`src/rtl/eth_mac_pkg.sv`:
```
// rtl/eth_mac_pkg.sv - shared types, framing constants and byte-wise CRC-32 step for the MAC transmitter
package eth_mac_pkg;

  typedef enum logic [2:0] {
    IDLE, PREAMBLE, SFD, DATA, PAD, FCS, IFG
  } tx_state_e;

  localparam logic [7:0]  PREAMBLE_BYTE = 8'h55;
  localparam logic [7:0]  SFD_BYTE      = 8'hD5;
  localparam logic [31:0] CRC_POLY      = 32'h04C11DB7;
  localparam logic [31:0] CRC_INIT      = 32'hFFFFFFFF;
  localparam int unsigned MIN_DATA_LEN  = 60;
  localparam int unsigned PREAMBLE_LEN  = 7;

  // Reflected CRC: bits leave LSB first, so the polynomial is applied bit-reversed.
  function automatic logic [31:0] crc32_byte(input logic [31:0] crc, input logic [7:0] data);
    logic [31:0] poly_r;
    logic [31:0] c;
    for (int i = 0; i < 32; i++) poly_r[i] = CRC_POLY[31-i];
    c = crc ^ {24'd0, data};
    for (int i = 0; i < 8; i++) c = c[0] ? ((c >> 1) ^ poly_r) : (c >> 1);
    return c;
  endfunction

endpackage

```
`src/rtl/eth_mac_tx_if.sv`:
```
// rtl/eth_mac_tx_if.sv - AXI-Stream user frame interface into the MAC transmitter
interface eth_mac_tx_if;
  logic [7:0] tx_axis_mac_tdata;
  logic       tx_axis_mac_tvalid;
  logic       tx_axis_mac_tlast;
  logic       tx_axis_mac_tready;

  modport master (output tx_axis_mac_tdata, output tx_axis_mac_tvalid,
                  output tx_axis_mac_tlast, input tx_axis_mac_tready);
  modport slave  (input tx_axis_mac_tdata, input tx_axis_mac_tvalid,
                  input tx_axis_mac_tlast, output tx_axis_mac_tready);
endinterface

```
`src/rtl/eth_crc32.sv`:
```
// rtl/eth_crc32.sv - running CRC-32 register, one byte per enabled cycle
module eth_crc32
  import eth_mac_pkg::*;
(
  input  logic        clk_i,
  input  logic        resetn_i,
  input  logic        init_i,
  input  logic        en_i,
  input  logic [7:0]  data_i,
  output logic [31:0] crc_o
);
  logic [31:0] crc_q, crc_d;

  always_comb begin
    crc_d = crc_q;
    if (init_i)    crc_d = CRC_INIT;
    else if (en_i) crc_d = crc32_byte(crc_q, data_i);
  end

  always_ff @(posedge clk_i or negedge resetn_i) begin
    if (!resetn_i) crc_q <= CRC_INIT;
    else           crc_q <= crc_d;
  end

  assign crc_o = crc_q;
endmodule

```
`src/rtl/eth_mac_tx.sv`:
```
// rtl/eth_mac_tx.sv - Ethernet MAC transmit framer: preamble/SFD, data, optional pad, FCS, IFG
// Short-frame padding is built only when TX_PAD_EN is defined.
module eth_mac_tx
  import eth_mac_pkg::*;
#(
  parameter int unsigned C_IFG = 96
) (
  input  logic         tx_mac_aclk,
  input  logic         tx_mac_resetn,
  input  logic         tx_byte_en,
  eth_mac_tx_if.slave  s_axis,
  output logic [7:0]   gmii_txd,
  output logic         gmii_tx_en,
  output logic         gmii_tx_er
);
  localparam int unsigned IFG_SLOTS = C_IFG / 8;

  tx_state_e   state_q, state_d;
  logic [15:0] cnt_q, cnt_d;
  logic [5:0]  dcnt_q, dcnt_d, dcnt_inc;
  logic        drop_q, drop_d;
  logic [7:0]  txd_q, txd_d;
  logic        en_q, en_d, er_q, er_d;
  logic [31:0] crc, fcs_shift;
  logic        hs, pad_slot;

  assign hs        = tx_byte_en && (state_q == DATA) && s_axis.tx_axis_mac_tvalid;
  assign dcnt_inc  = (dcnt_q == 6'(MIN_DATA_LEN)) ? dcnt_q : dcnt_q + 6'd1;
  assign fcs_shift = ~crc >> {cnt_q[1:0], 3'b000};
`ifdef TX_PAD_EN
  assign pad_slot  = tx_byte_en && (state_q == PAD);
`else
  assign pad_slot  = 1'b0;
`endif

  // After an underrun the rest of the user frame is drained while the gap runs.
  assign s_axis.tx_axis_mac_tready = tx_byte_en && ((state_q == DATA) || (state_q == IFG && drop_q));

  eth_crc32 u_crc (
    .clk_i    (tx_mac_aclk),
    .resetn_i (tx_mac_resetn),
    .init_i   (tx_byte_en && state_q == PREAMBLE),
    .en_i     (hs || pad_slot),
    .data_i   (pad_slot ? 8'h00 : s_axis.tx_axis_mac_tdata),
    .crc_o    (crc)
  );

  always_ff @(posedge tx_mac_aclk or negedge tx_mac_resetn) begin
    if (!tx_mac_resetn) begin
      state_q <= IDLE;
      cnt_q   <= '0;
      dcnt_q  <= '0;
      drop_q  <= 1'b0;
      txd_q   <= 8'h00;
      en_q    <= 1'b0;
      er_q    <= 1'b0;
    end else begin
      state_q <= state_d;
      cnt_q   <= cnt_d;
      dcnt_q  <= dcnt_d;
      drop_q  <= drop_d;
      txd_q   <= txd_d;
      en_q    <= en_d;
      er_q    <= er_d;
    end
  end

  always_comb begin
    state_d = state_q;
    cnt_d   = cnt_q;
    dcnt_d  = dcnt_q;
    drop_d  = drop_q;
    if (tx_byte_en) begin
      case (state_q)
        IDLE: begin
          cnt_d  = '0;
          dcnt_d = '0;
          if (s_axis.tx_axis_mac_tvalid) state_d = PREAMBLE;
        end
        PREAMBLE: begin
          if (cnt_q == 16'(PREAMBLE_LEN - 1)) begin
            cnt_d   = '0;
            state_d = SFD;
          end else cnt_d = cnt_q + 16'd1;
        end
        SFD: state_d = DATA;
        DATA: begin
          cnt_d = '0;
          if (!s_axis.tx_axis_mac_tvalid) begin
            drop_d  = 1'b1;
            state_d = IFG;
          end else begin
            dcnt_d = dcnt_inc;
            if (s_axis.tx_axis_mac_tlast) begin
`ifdef TX_PAD_EN
              state_d = (dcnt_inc < 6'(MIN_DATA_LEN)) ? PAD : FCS;
`else
              state_d = FCS;
`endif
            end
          end
        end
`ifdef TX_PAD_EN
        PAD: begin
          dcnt_d = dcnt_inc;
          if (dcnt_inc == 6'(MIN_DATA_LEN)) state_d = FCS;
        end
`endif
        FCS: begin
          if (cnt_q[1:0] == 2'd3) begin
            cnt_d   = '0;
            state_d = IFG;
          end else cnt_d = cnt_q + 16'd1;
        end
        IFG: begin
          if (drop_q && s_axis.tx_axis_mac_tvalid && s_axis.tx_axis_mac_tlast) drop_d = 1'b0;
          if (cnt_q >= 16'(IFG_SLOTS - 1)) begin
            if (!drop_q) state_d = IDLE;
          end else cnt_d = cnt_q + 16'd1;
        end
        default: state_d = IDLE;
      endcase
    end
  end

  always_comb begin
    txd_d = txd_q;
    en_d  = en_q;
    er_d  = er_q;
    if (tx_byte_en) begin
      txd_d = 8'h00;
      en_d  = 1'b0;
      er_d  = 1'b0;
      case (state_q)
        PREAMBLE: begin txd_d = PREAMBLE_BYTE; en_d = 1'b1; end
        SFD:      begin txd_d = SFD_BYTE;      en_d = 1'b1; end
        DATA: begin
          en_d = 1'b1;
          if (s_axis.tx_axis_mac_tvalid) txd_d = s_axis.tx_axis_mac_tdata;
          else                           er_d  = 1'b1;
        end
`ifdef TX_PAD_EN
        PAD:      en_d = 1'b1;
`endif
        FCS:      begin txd_d = fcs_shift[7:0]; en_d = 1'b1; end
        default: ;
      endcase
    end
  end

  assign gmii_txd   = txd_q;
  assign gmii_tx_en = en_q;
  assign gmii_tx_er = er_q;
endmodule

```
`src/flat_wrapper.sv`:
```
// flat-port wrapper written by rule: the top's interface ports become plain ports
module eth_mac_tx_flat import eth_mac_pkg::*;
#(
  parameter int unsigned C_IFG = 96
)
  (tx_mac_aclk, tx_mac_resetn, tx_byte_en, gmii_txd, gmii_tx_en, gmii_tx_er, s_axis_tx_axis_mac_tdata, s_axis_tx_axis_mac_tvalid, s_axis_tx_axis_mac_tlast, s_axis_tx_axis_mac_tready);
  eth_mac_tx_if s_axis_i ();
  input  logic tx_mac_aclk;
  input  logic tx_mac_resetn;
  input  logic tx_byte_en;
  output logic [7:0] gmii_txd;
  output logic gmii_tx_en;
  output logic gmii_tx_er;
  input wire logic [$bits(s_axis_i.tx_axis_mac_tdata)-1:0] s_axis_tx_axis_mac_tdata;
  input wire logic [$bits(s_axis_i.tx_axis_mac_tvalid)-1:0] s_axis_tx_axis_mac_tvalid;
  input wire logic [$bits(s_axis_i.tx_axis_mac_tlast)-1:0] s_axis_tx_axis_mac_tlast;
  output wire logic [$bits(s_axis_i.tx_axis_mac_tready)-1:0] s_axis_tx_axis_mac_tready;
  assign s_axis_i.tx_axis_mac_tdata = s_axis_tx_axis_mac_tdata;
  assign s_axis_i.tx_axis_mac_tvalid = s_axis_tx_axis_mac_tvalid;
  assign s_axis_i.tx_axis_mac_tlast = s_axis_tx_axis_mac_tlast;
  assign s_axis_tx_axis_mac_tready = s_axis_i.tx_axis_mac_tready;
  eth_mac_tx #(.C_IFG(C_IFG)) u_core (.tx_mac_aclk(tx_mac_aclk), .tx_mac_resetn(tx_mac_resetn), .tx_byte_en(tx_byte_en), .s_axis(s_axis_i), .gmii_txd(gmii_txd), .gmii_tx_en(gmii_tx_en), .gmii_tx_er(gmii_tx_er));
endmodule
```
`config.mk`:
```
export PLATFORM = sky130hd
export DESIGN_NAME = eth_mac_tx_flat
export DESIGN_NICKNAME = d
export VERILOG_FILES = /design/src/rtl/eth_mac_pkg.sv /design/src/rtl/eth_mac_tx_if.sv /design/src/rtl/eth_crc32.sv /design/src/rtl/eth_mac_tx.sv /design/src/flat_wrapper.sv
export SDC_FILE = /design/constraint.sdc
export NUM_CORES = 1
export LEC_CHECK = 0
export CORE_ASPECT_RATIO = 0.9
export CORE_MARGIN = 2
export CORE_UTILIZATION = 30
export DETAILED_ROUTE_END_ITERATION = 16
export GPL_ROUTABILITY_DRIVEN = 0
export GPL_TIMING_DRIVEN = 0
export SYNTH_ARGS = -nofsm -noshare
export SYNTH_HDL_FRONTEND = slang
export SYNTH_SLANG_ARGS = --single-unit
```
`constraint.sdc`:
```
create_clock -name tx_mac_aclk -period 2.1 [get_ports tx_mac_aclk]
set_input_delay 0.21 -clock tx_mac_aclk [delete_from_list [all_inputs] [get_ports tx_mac_aclk]]
set_output_delay 0.21 -clock tx_mac_aclk [all_outputs]
set_load 0.01 [all_outputs]
```
=== After elaboration in Yosys (flattened, before gate mapping) ===
Cells that the tools add are included.

* $add $sub $neg: 1
* Equality and inequality tests: 16
* Bitwise operators: 10
* Reduce and logical (&&, ||, !) cells: 17
* Order comparisons: 1
* Multiplexer cells: 30
* Shifts and indexed selects: 1

{| class="wikitable"
|+ Operators with widths
! cell !! number
|-
| $mux W32 || 10
|-
| $not A13 Y14 || 8
|-
| $pmux W16 S4 || 1
|-
| $mux W16 || 3
|-
| $not A32 Y32 || 1
|-
| $pmux W8 S4 || 1
|-
| $shr A32 B5 Y8 || 1
|-
| $xor A32 B8 Y32 || 1
|-
| $mux W3 || 7
|-
| $pmux W3 S6 || 1
|-
| $add A16 B1 Y16 const B || 1
|-
| $eq A16 B3 Y1 const B || 1
|-
| $ge A16 B4 Y1 const B || 1
|-
| $ne A2 B2 Y1 const B || 7
|-
| $mux W8 || 1
|-
| $logic_and A1 B1 Y1 || 7
|-
| $reduce_and A7 Y1 || 1
|-
| $eq A3 B2 Y1 const B || 2
|-
| $eq A3 B3 Y1 const B || 2
|-
| $mux W1 || 5
|-
| $reduce_and A4 Y1 || 1
|-
| $reduce_bool A2 Y1 || 2
|-
| $reduce_bool A4 Y1 || 1
|-
| $reduce_or A4 Y1 || 1
|-
| 9 further kinds || 9
|}

* Output and inout port bits: 11
* Input port bits: 13
* Bits in registers: 62

=== Longest topological paths before layout ===
Gate-level depths: netlist of run 1.

* Depth in word-level cells: 19
* Mapped depth: 8

=== By module ===
A second synthesis of run 1 with hierarchy kept.

* Cell total of the unflattened synthesis: 409
* Area, all modules: 4,135.2 um^2

{| class="wikitable"
|+ Modules (own cells, without submodules)
! module !! area an instance (um^2) !! instances !! seq. area each (um^2) !! cells each
|-
| eth_crc32 || 2,078.2 || 1 || 840.8 || 192
|-
| eth_mac_tx || 2,057.0 || 1 || 750.7 || 217
|}

=== Least setup slack after synthesis of run 1 ===
OpenSTA, ideal clock, no wires.

* Kind: register to register
* Start point: reg u_core.cnt_q[0]
* End point: reg u_core.cnt_q[14]
* Arrival time: 1.952 ns
* Period minus slack after synthesis: 2.078 ns
* Cell stages (with the launch flop): 9
* Setup slack: 0.022 ns
* Required time: 1.974 ns
* Path through: dfrtp_1 -> clkbuf_1 -> inv_1 -> ha_1 -> and3b_1 -> nand4_1 -> a21oi_1 -> nor2_1 -> a221o_1

* Word-level cells in the longest chain between the ends: 3
* Elaborated cells on any way between the ends: 10

{| class="wikitable"
|+ Ends and longest elaborated chain
! element !! line !! RTL
|-
| start, declared || eth_mac_tx.sv:19 || <nowiki>logic [15:0] cnt_q, cnt_d;</nowiki>
|-
| start signal, assigned || eth_mac_tx.sv:59 || <nowiki>cnt_q <= cnt_d;</nowiki>
|-
| $add A16 B1 Y16 (tied with other cells) || eth_mac_tx.sv:84, eth_mac_tx.sv:113, eth_mac_tx.sv:119 ||
|-
| $mux W16 (tied with other cells) || eth_mac_tx.sv:117 || <nowiki>if (cnt_q >= 16'(IFG_SLOTS - 1)) begin</nowiki>
|-
| $pmux W16 S4 / $reduce_and A3 Y1 (equally long branches) || - ||
|}

Parallel ways exist; a longest one is shown, timed or not. The select of a mux whose other input is x is not followed.
A chain may end at the register's enable or synchronous reset.

=== Final worst setup path of run 1 ===
* Start point: reg u_core.cnt_q[0]
* End point: reg u_core.cnt_q[6]

The elaborated chain is that of the path after synthesis.

==> results of run 1 <==
==> Yosys cell counts (3+ instances only) <==
cell type / count / share of area
a21oi_1: 35 / 0.044
a221o_1: 4 / 0.010
a31oi_1: 13 / 0.021
and3_1: 7 / 0.011
clkbuf_1: 15 / 0.014
dfrtp_1: 30 / 0.19
dfstp_2: 32 / 0.21
ha_1: 3 / 0.0095
inv_1: 13 / 0.012
mux2_2: 4 / 0.011
mux2i_1: 3 / 0.0076
mux4_2: 8 / 0.046
nand2_1: 26 / 0.025
nand3_1: 4 / 0.0051
nand4_1: 5 / 0.0079
nor2_1: 44 / 0.042
nor2b_1: 3 / 0.0047
nor3_1: 4 / 0.0051
nor4_1: 4 / 0.0063
o211ai_1: 4 / 0.0076
o21a_1: 3 / 0.0057
o21ai_0: 14 / 0.018
o22a_1: 5 / 0.011
o22ai_1: 5 / 0.0079
o31ai_1: 4 / 0.0076
or3_1: 3 / 0.0047
or4_1: 3 / 0.0057
xnor2_1: 42 / 0.093
xnor2_2: 4 / 0.016
xor2_1: 14 / 0.031
xor2_2: 5 / 0.021
==> per-stage QoR <==
| stage | setup WS (ns) | power [mW] | TNS [ns] | std cells | utilization |
|---|---|---|---|---|---|
| after floorplan | 0.02211 | 5.978 | 0 | 395 | - |
| after global placement | -1.248 | 7.013 | -82.46 | 582 | 0.3435 |
| after detailed placement | -0.7131 | 7.098 | -28.91 | 582 | 0.3433 |
| after CTS | -0.009101 | 9.026 | -0.009101 | 600 | 0.3853 |
| after global routing | -0.04329 | 10.19 | -0.1125 | 624 | 0.4074 |
| final | 0.05075 | 9.584 | 0 | 624 | 0.4074 |
==> placed cells by master (no fill, tap or decap), drive strengths merged, types with 2 or more instances in the layout <==
cell and count:
clkbuf 28, nand3b 2, mux2 5, clkdlybuf4s50 21, nand3 5, and3 7, a41oi 2, or2 2
o22a 5, o32a 2, nand2b 2, nor3 4, xor2 19, a31oi 13, mux4 8, inv 13
o21ai 14, a221o 4, or3 3, nand2 26, xnor2 48, nand4 5, dfrtp 30, mux2i 3
ha 3, o22ai 5, a21boi 3, o31ai 4, a21oi 35, nor2 44, clkinvlp 2, o21a 3
or4 3, buf 32, dfstp 32, xnor3 2, o211ai 4, nor2b 3, nor4 4
==> area by class of cell <==
cell class / count / area [um2]
Sequential cell: 62 / 1598
Inverter: 14 / 56.30
Clock inverter: 1 / 7.507
Fill cell: 1211 / 7576
Buffer: 18 / 117.6
Tap cell: 164 / 205.2
Clock buffer: 15 / 300.3
Timing Repair Buffer: 49 / 421.7
Multi-Input combinational cell: 301 / 2502
==> sequential cells by signal, indices dropped and copies added (netlist names) <==
signal and count:
u_core.drop_q 1, u_core.state_q 3, u_core.gmii_tx_er 1, u_core.gmii_txd 8
u_core.gmii_tx_en 1, u_core.u_crc.crc_o 32, u_core.cnt_q 16
==> where the power goes <==
| group | internal (mW) | switching, mW | total [mW] |
|---|---|---|---|
| logic | 2.90 | 2.93 | 5.83 |
| clock network | 0.977 | 0.552 | 1.53 |
| registers | 1.81 | 0.417 | 2.23 |
| total | 5.68 | 3.90 | 9.58 |
==> cells by family (layout without fill, tap and decap cells) <==
| family | Yosys count | in the layout |
|---|---|---|
| AND/OR/NAND/NOR | 113 | 113 |
| AO/OA/AOI/OAI | 99 | 99 |
| XOR/XNOR | 70 | 70 |
| flip-flops | 62 | 62 |
| buffers and inverters | 32 | 97 |
| multiplexers | 16 | 16 |
| adder cells (fa/ha/maj) | 3 | 3 |
==> final timing paths <==
path / slack, ns / cells past startpoint / endpoint
max in group asynchronous: 1.53 / 1 / u_core.cnt_q[5]$_DFFE_PN0P_
setup / recovery: 0.05 / 8 / u_core.cnt_q[6]$_DFFE_PN0P_
hold reg to reg: 0.51 / 1 / u_core.gmii_tx_er$_DFFE_PN0P_
setup reg to reg: 0.05 / 8 / u_core.cnt_q[6]$_DFFE_PN0P_
hold / removal: -0.02 / 1 / u_core.cnt_q[4]$_DFFE_PN0P_
min in group tx_mac_aclk: 0.51 / 1 / u_core.gmii_tx_er$_DFFE_PN0P_
==> timing repair <==
item,in CTS,in global routing
pin swaps,1,14
setup endpoints to repair,51,44
gates resized for setup,46,29
buffers inserted,2,24
==> critical path, stage by stage (launching register included) <==
cell and delay (ns):
dfrtp_2 0.45, buf_12 0.14, inv_2 0.06, ha_1 0.15, and3b_1 0.20, nand4_1 0.19, a21o_4 0.32, and3_1 0.17
a221o_1 0.27
==> routing by layer <==
metal,share of wire,global-route usage,up-vias
li1,-,-,1541
met5,0,0,-
met4,0.014,0.05778,0
met2,0.46,0.2243,108
met3,0.060,0.03026,15
met1,0.47,0.2178,1611
==> reports/summary.log, run 1 <==
INFO  synth          synth_compound_gate_area_share=0.1597
INFO  floorplanning  die-width=125.1um
INFO  synth          post_synth_fa_ha_maj_area_fraction=0.009488
INFO  layout         n_antenna_cell=0
INFO  global_route   grt_start_max_net_pins=63
INFO  cts            cts.reportedPaths.clkPinSlew=0.06ns
INFO  placement      number_of_buffer_cells_added_on_primary_ports=23
INFO  synth          yosys_most_used_dff=dfstp_2
INFO  global_route   grt_first_pass_wirelength=16.92mm
INFO  synth          synth.cell_area=3956um2
INFO  synth          postSynthNetCount=411
INFO  routing        antenna_left=0
INFO  routing        vias_post_dr=3275
INFO  floorplanning  number_of_standard_cell_rows_in_the_floorplan=39
INFO  cts            cts_root_buffer=clkbuf_16
INFO  power_and_ir_drop cellPowerDensity=1840nW/um2
INFO  setup_path     critPathKind=flip-flop to flip-flop
INFO  setup_path     critPathLaunch=u_core.cnt_q[0]$_DFFE_PN0P_
INFO  synth          async_flop_share=1.000
INFO  synth          synth_xor_area_frac=0.1923
INFO  timing         slew_headroom=0.4576
INFO  setup_path     crit_fanout=6
INFO  synth          synth_area_per_cell=10.02um2
INFO  run_status     failed_checks=negative hold slack
INFO  power_and_ir_drop peakVddDrop=0.5511mV
INFO  placement      dp_hpwl=7.124mm
INFO  layout         final_design_area_no_fill=5209um2
INFO  worst_hold_path hold_path.class=input port to asynchronous set/reset pin
INFO  setup_path     cp-start-kind=flip-flop
INFO  synth          synth.area.mux_share=0.06736
INFO  setup_path     crit_path_end_kind=flip-flop
INFO  routing        viasPerCell=5.248
INFO  setup_path     r2r-start=u_core.cnt_q[0]$_DFFE_PN0P_
INFO  routing        remaining_drc_errors=0
INFO  synth          post_synthesis_cells=395
INFO  cts            clock_tree_from_tritoncts=built
INFO  synth          combinational_family_with_the_most_area_after_synthesis=XOR/XNOR gates
INFO  layout         layout-area-overhead-vs-synth=31.66%
INFO  layout         finish.net_count=471
INFO  floorplanning  total_die_area=14120um2
INFO  floorplanning  io-pin-count=24
INFO  floorplanning  initial_core_util=0.3095
INFO  timing         finalHoldWorstSlack=-0.01972ns
INFO  floorplanning  core=12780um2
INFO  timing         timing.fmax=488.0MHz
INFO  routing        drt-wirelength-per-cell=17.32um
INFO  job            maxCapViolCount=0
INFO  synth          yosys.area_share.simple=0.1379
INFO  placement      placed_cell_area=4389um2
INFO  synth          yosysWarnings=0
INFO  setup_path     worst-endpoint-required=2.31ns
INFO  power_and_ir_drop power_leakage=2.023nW
INFO  routing        dr.pass1.iters=5
INFO  timing         period_share=0.9758
INFO  synth          synthDistinctLibCells=54
INFO  timing         finClkSkew=0.007770ns
INFO  cts            cts_htree_levels=3
INFO  timing         report.final.hold_viol_count=13
INFO  layout         fraction_of_layout_cells_with_a_size_suffix_above_1=0.3130
INFO  cts            cts-buffers-inserted=9
INFO  timing         finalSetupViolCount=0
INFO  timing         finalMaxSlewViolations=0
INFO  synth          number_of_synthesized_flops_with_an_enable_pin=0
INFO  synth          seq_area_frac_synth=0.4023
INFO  timing         grt_setup_unrepaired=true
INFO  global_route   globalRoute.totalOverflow=0
INFO  cts            numClockSinks=62
INFO  setup_path     arrival=2.25ns
INFO  run_status     run_status=finished, violations left
INFO  global_route   grt_util_all_layers=0.1510
INFO  timing         max_slew.worst_pin.slew=0.8136ns
INFO  synth          ys_seq_elements=62
INFO  routing        total_wirelength_of_the_detailed_routed_design=10.81mm
INFO  floorplanning  die_height=112.9um
INFO  global_route   vias_in_the_first_global_route=3113
INFO  cts            clock_path_buffers=2
INFO  global_route   grt_antenna_before_repair=0
INFO  timing         finalCriticalPeriod=2.049ns
INFO  cts            worst_skew_pair.late_latency=0.33ns
INFO  routing        drt_first_iter_violations=302
INFO  cts            cts_hold_buffers=0
Note: power is estimated with default switching activity, not from simulation.
==> inputs of run 2 (changes only) <==
--- a/config.mk
+++ b/config.mk
@@ -5,6 +5,7 @@
 export SDC_FILE = /design/constraint.sdc
 export NUM_CORES = 1
 export LEC_CHECK = 0
+export CAP_MARGIN = 5
 export CORE_ASPECT_RATIO = 0.9
 export CORE_MARGIN = 2
 export CORE_UTILIZATION = 30
==> results of run 2 <==
Final layout, timing and power as in run 1 (identical DEF).
==> inputs of run 3 (changes only) <==
--- a/config.mk
+++ b/config.mk
@@ -6,12 +6,15 @@
 export NUM_CORES = 1
 export LEC_CHECK = 0
 export CAP_MARGIN = 5
+export CELL_PAD_IN_SITES_DETAIL_PLACEMENT = 0
+export CELL_PAD_IN_SITES_GLOBAL_PLACEMENT = 2
 export CORE_ASPECT_RATIO = 0.9
 export CORE_MARGIN = 2
-export CORE_UTILIZATION = 30
+export CORE_UTILIZATION = 35
 export DETAILED_ROUTE_END_ITERATION = 16
 export GPL_ROUTABILITY_DRIVEN = 0
 export GPL_TIMING_DRIVEN = 0
+export PLACE_DENSITY_LB_ADDON = 0.08
 export SYNTH_ARGS = -nofsm -noshare
 export SYNTH_HDL_FRONTEND = slang
 export SYNTH_SLANG_ARGS = --single-unit
==> reports/summary.log, run 3 (synthesis gave the netlist of run 1 again) <==
INFO  run_status     run_status=finished, violations left
INFO  run_status     failed_checks=negative hold slack, negative setup slack
INFO  placement      worst_setup_slack_after_placement=-0.7575ns [-0.04439 ns]
INFO  floorplanning  total_die_area=12170um2 [-14%]
INFO  floorplanning  die_height=104.9um [-7.2%]
INFO  setup_path     worst_path_largest_cell_delay=0.60ns [+0.15 ns]
INFO  routing        dr.pass1.iters=4 [-1]
INFO  cts            numClockSinks=62 [unchanged]
INFO  setup_path     worst_path_max_delay_cell=dfstp_2
INFO  placement      placed_cell_area=4374um2 [-0.34%]
INFO  global_route   globalRoute.totalOverflow=0 [unchanged]
INFO  layout         fraction_of_layout_cells_with_a_size_suffix_above_1=0.3063 [-0.006698]
INFO  placement      dp_hpwl=7.763mm [+9.0%]
INFO  setup_path     crit_family=XOR/XNOR gates
INFO  cts            clock_path_buffers=2 [unchanged]
INFO  global_route   grt_first_pass_wirelength=17.93mm [+6.0%]
INFO  global_route   grt_start_max_net_pins=63 [unchanged]
INFO  setup_path     arrival=2.38ns [+0.13 ns]
INFO  layout         finish.cell_count_without_fillers=609 [-2.4%]
INFO  layout         final_design_area_no_fill=5134um2 [-1.4%]
INFO  timing         finalHoldWorstSlack=-0.02940ns [-0.009677 ns]
INFO  setup_path     cp-start-kind=flip-flop
INFO  cts            clock_tree_from_tritoncts=built
INFO  placement      post-place-cells=570 [-2.1%]
INFO  routing        antenna_left=0 [unchanged]
INFO  setup_path     r2r-start=u_core.u_crc.crc_o[5]$_DFFE_PN1P_
INFO  routing        total_wirelength_of_the_detailed_routed_design=11.14mm [+3.1%]
INFO  global_route   grt_util_all_layers=0.1959 [+0.04490]
INFO  setup_path     critPathLaunch=u_core.u_crc.crc_o[5]$_DFFE_PN1P_
INFO  routing        vias_post_dr=3167 [-3.3%]
INFO  cts            cts_htree_levels=3 [unchanged]
INFO  setup_path     regToRegSetupSlack=-0.03ns [-0.08 ns]
INFO  routing        remaining_drc_errors=0 [unchanged]
INFO  setup_path     crit_path_end_kind=flip-flop
INFO  setup_path     worst-endpoint-required=2.35ns [+0.04 ns]
INFO  global_route   vias_in_the_first_global_route=3046 [-2.2%]
INFO  layout         number_of_flip_flops_in_the_largest_register=32 [unchanged]
INFO  layout         n_antenna_cell=0 [unchanged]
INFO  worst_hold_path hold_path.class=input port to asynchronous set/reset pin
INFO  floorplanning  number_of_standard_cell_rows_in_the_floorplan=36 [-7.7%]
INFO  power_and_ir_drop peakVddDrop=0.6851mV [+24%]
INFO  setup_path     destination_of_the_worst_register_to_register_timing_path=u_core.u_crc.crc_o[24]$_DFFE_PN1P_
INFO  setup_path     crit_top_cell=xnor2_4
INFO  layout         layout.cells.most_common=nor2_1
INFO  setup_path     crit_fanout=6 [unchanged]
INFO  setup_path     critical_path.endpoint=u_core.u_crc.crc_o[24]$_DFFE_PN1P_
INFO  setup_path     worst-path-stages=5 [-3]
INFO  timing         final.setup.worst_slack=-0.02972ns [-0.08047 ns]
INFO  cts            cts.reportedPaths.clkPinSlew=0.05ns [about the same]
INFO  power_and_ir_drop power_leakage=1.991nW [-1.6%]
INFO  cts            worst_skew_pair.late_latency=0.33ns [about the same]
INFO  timing         timing.fmax=469.5MHz [-3.8%]
INFO  timing         finalSetupViolCount=1 [+1]
INFO  timing         finalCriticalPeriod=2.130ns [+0.08047 ns]
INFO  setup_path     timing.critical_path.cells=xnor2_4, xnor2_4, xor2_2, xor3_1, a31oi_1
INFO  routing        viasPerCell=5.200 [-0.92%]
INFO  timing         finClkSkew=0.006028ns [-0.001742 ns]
INFO  setup_path     cp_num_buf_inv=0 [-2]
INFO  timing         slew_headroom=0.4598 [+0.002176]
INFO  timing         grt_setup_unrepaired=true
INFO  global_route   grt_antenna_before_repair=0 [unchanged]
INFO  floorplanning  initial_core_util=0.3629 [+0.05349]
INFO  job            maxCapViolCount=0 [unchanged]
INFO  setup_path     rr_worst_depth=5 [-3]
INFO  placement      number_of_buffer_cells_added_on_primary_ports=23 [unchanged]
INFO  routing        drt-wirelength-per-cell=18.30um [+5.7%]
INFO  timing         timing.setup.tns=-0.02972ns [-0.02972 ns]
INFO  cts            cts-buffers-inserted=9 [unchanged]
INFO  timing         report.final.hold_viol_count=14 [+1]
INFO  layout         final_core_util=0.4710 [+0.06354]
INFO  routing        drt_first_iter_violations=190 [-37%]
INFO  layout         finish.net_count=469 [-0.42%]
INFO  cts            cts_root_buffer=clkbuf_16
INFO  power_and_ir_drop cellPowerDensity=1813nW/um2 [-1.5%]
INFO  floorplanning  core=10900um2 [-15%]
INFO  floorplanning  die-width=116.1um [-7.2%]
INFO  timing         period_share=1.014 [+0.03832]
INFO  timing         finalMaxSlewViolations=0 [unchanged]
INFO  layout         layout-area-overhead-vs-synth=29.76%
INFO  setup_path     critPathKind=flip-flop to flip-flop
INFO  timing         max_slew.worst_pin.slew=0.8103ns [-0.003263 ns]
INFO  layout         final_cell_mix=nor2_1, xnor2_1, a21oi_1
INFO  floorplanning  io-pin-count=24 [unchanged]
-- run 3: cell count changes in the layout (fill, tap and decap cells not counted), moves of 2 or more --
cell | before | now
dfrtp_2 | 5 | 3
clkbuf_4 | 3 | 5
dfrtp_1 | 25 | 27
clkinv_2 | 0 | 2
buf_4 | 28 | 26
-- run 3: how the worst min path moves through the flow --
stage | end | slack, ns | cells after the start
finish | u_core.gmii_txd[1]$_DFFE_PN0P_ | -0.03 | 1
global route | u_core.gmii_txd[1]$_DFFE_PN0P_ | 0.04 | 1
CTS | u_core.gmii_txd[1]$_DFFE_PN0P_ | 0.01 | 1
detailed placement | u_core.gmii_txd[1]$_DFFE_PN0P_ | 0.36 | 1
global placement | u_core.gmii_tx_er$_DFFE_PN0P_ | 0.49 | 1
floorplan | u_core.cnt_q[0]$_DFFE_PN0P_ | -0.09 | 0
-- run 3: stage by stage --
stage          power [mW]  hold slack [ns]
6_report            9.305         -0.02940
5_1_grt             10.01          0.04076
4_1_cts             9.071          0.01230
3_5_place_dp        7.189           0.3586
3_3_place_gp        7.182           0.4945
2_1_floorplan       5.978         -0.08559
-- run 3: where the power goes --
group	switching, mW	internal (mW)	leakage, nW	total, mW
logic	2.92	2.82	1.13	5.74
clock network	0.518	0.820	0.129	1.34
registers	0.415	1.81	0.730	2.23
-- run 3: layout make-up --
cell class | instances | area, um2
multi-input cells | 301 | 2502
plain buffers | 18 | 120.1
fillers | 1066 | 5767
clock inverters | 2 | 10.01
well taps | 152 | 190.2
inverters | 14 | 58.81
clock buffers | 13 | 250.2
repair buffers | 47 | 406.6
flip-flops and latches | 62 | 1595
-- run 3: per-layer routing --
layer	GRT usage	wire (um)	vias up
met5	0	0	-
met4	0.05442	133	0
met3	0.04408	437	11
met2	0.2548	4574	65
met1	0.3181	5997	1562
li1	-	-	1529
-- run 3: what timing repair did --
| item | CTS | global route |
|---|---|---|
| buffers inserted | 5 | 19 |
| gates resized for setup | 51 | 22 |
| hold endpoints to repair | 0 | 0 |
| pin swaps | 4 | 10 |
| hold buffers | 0 | 0 |
| endpoints found under the setup margin | 53 | 46 |
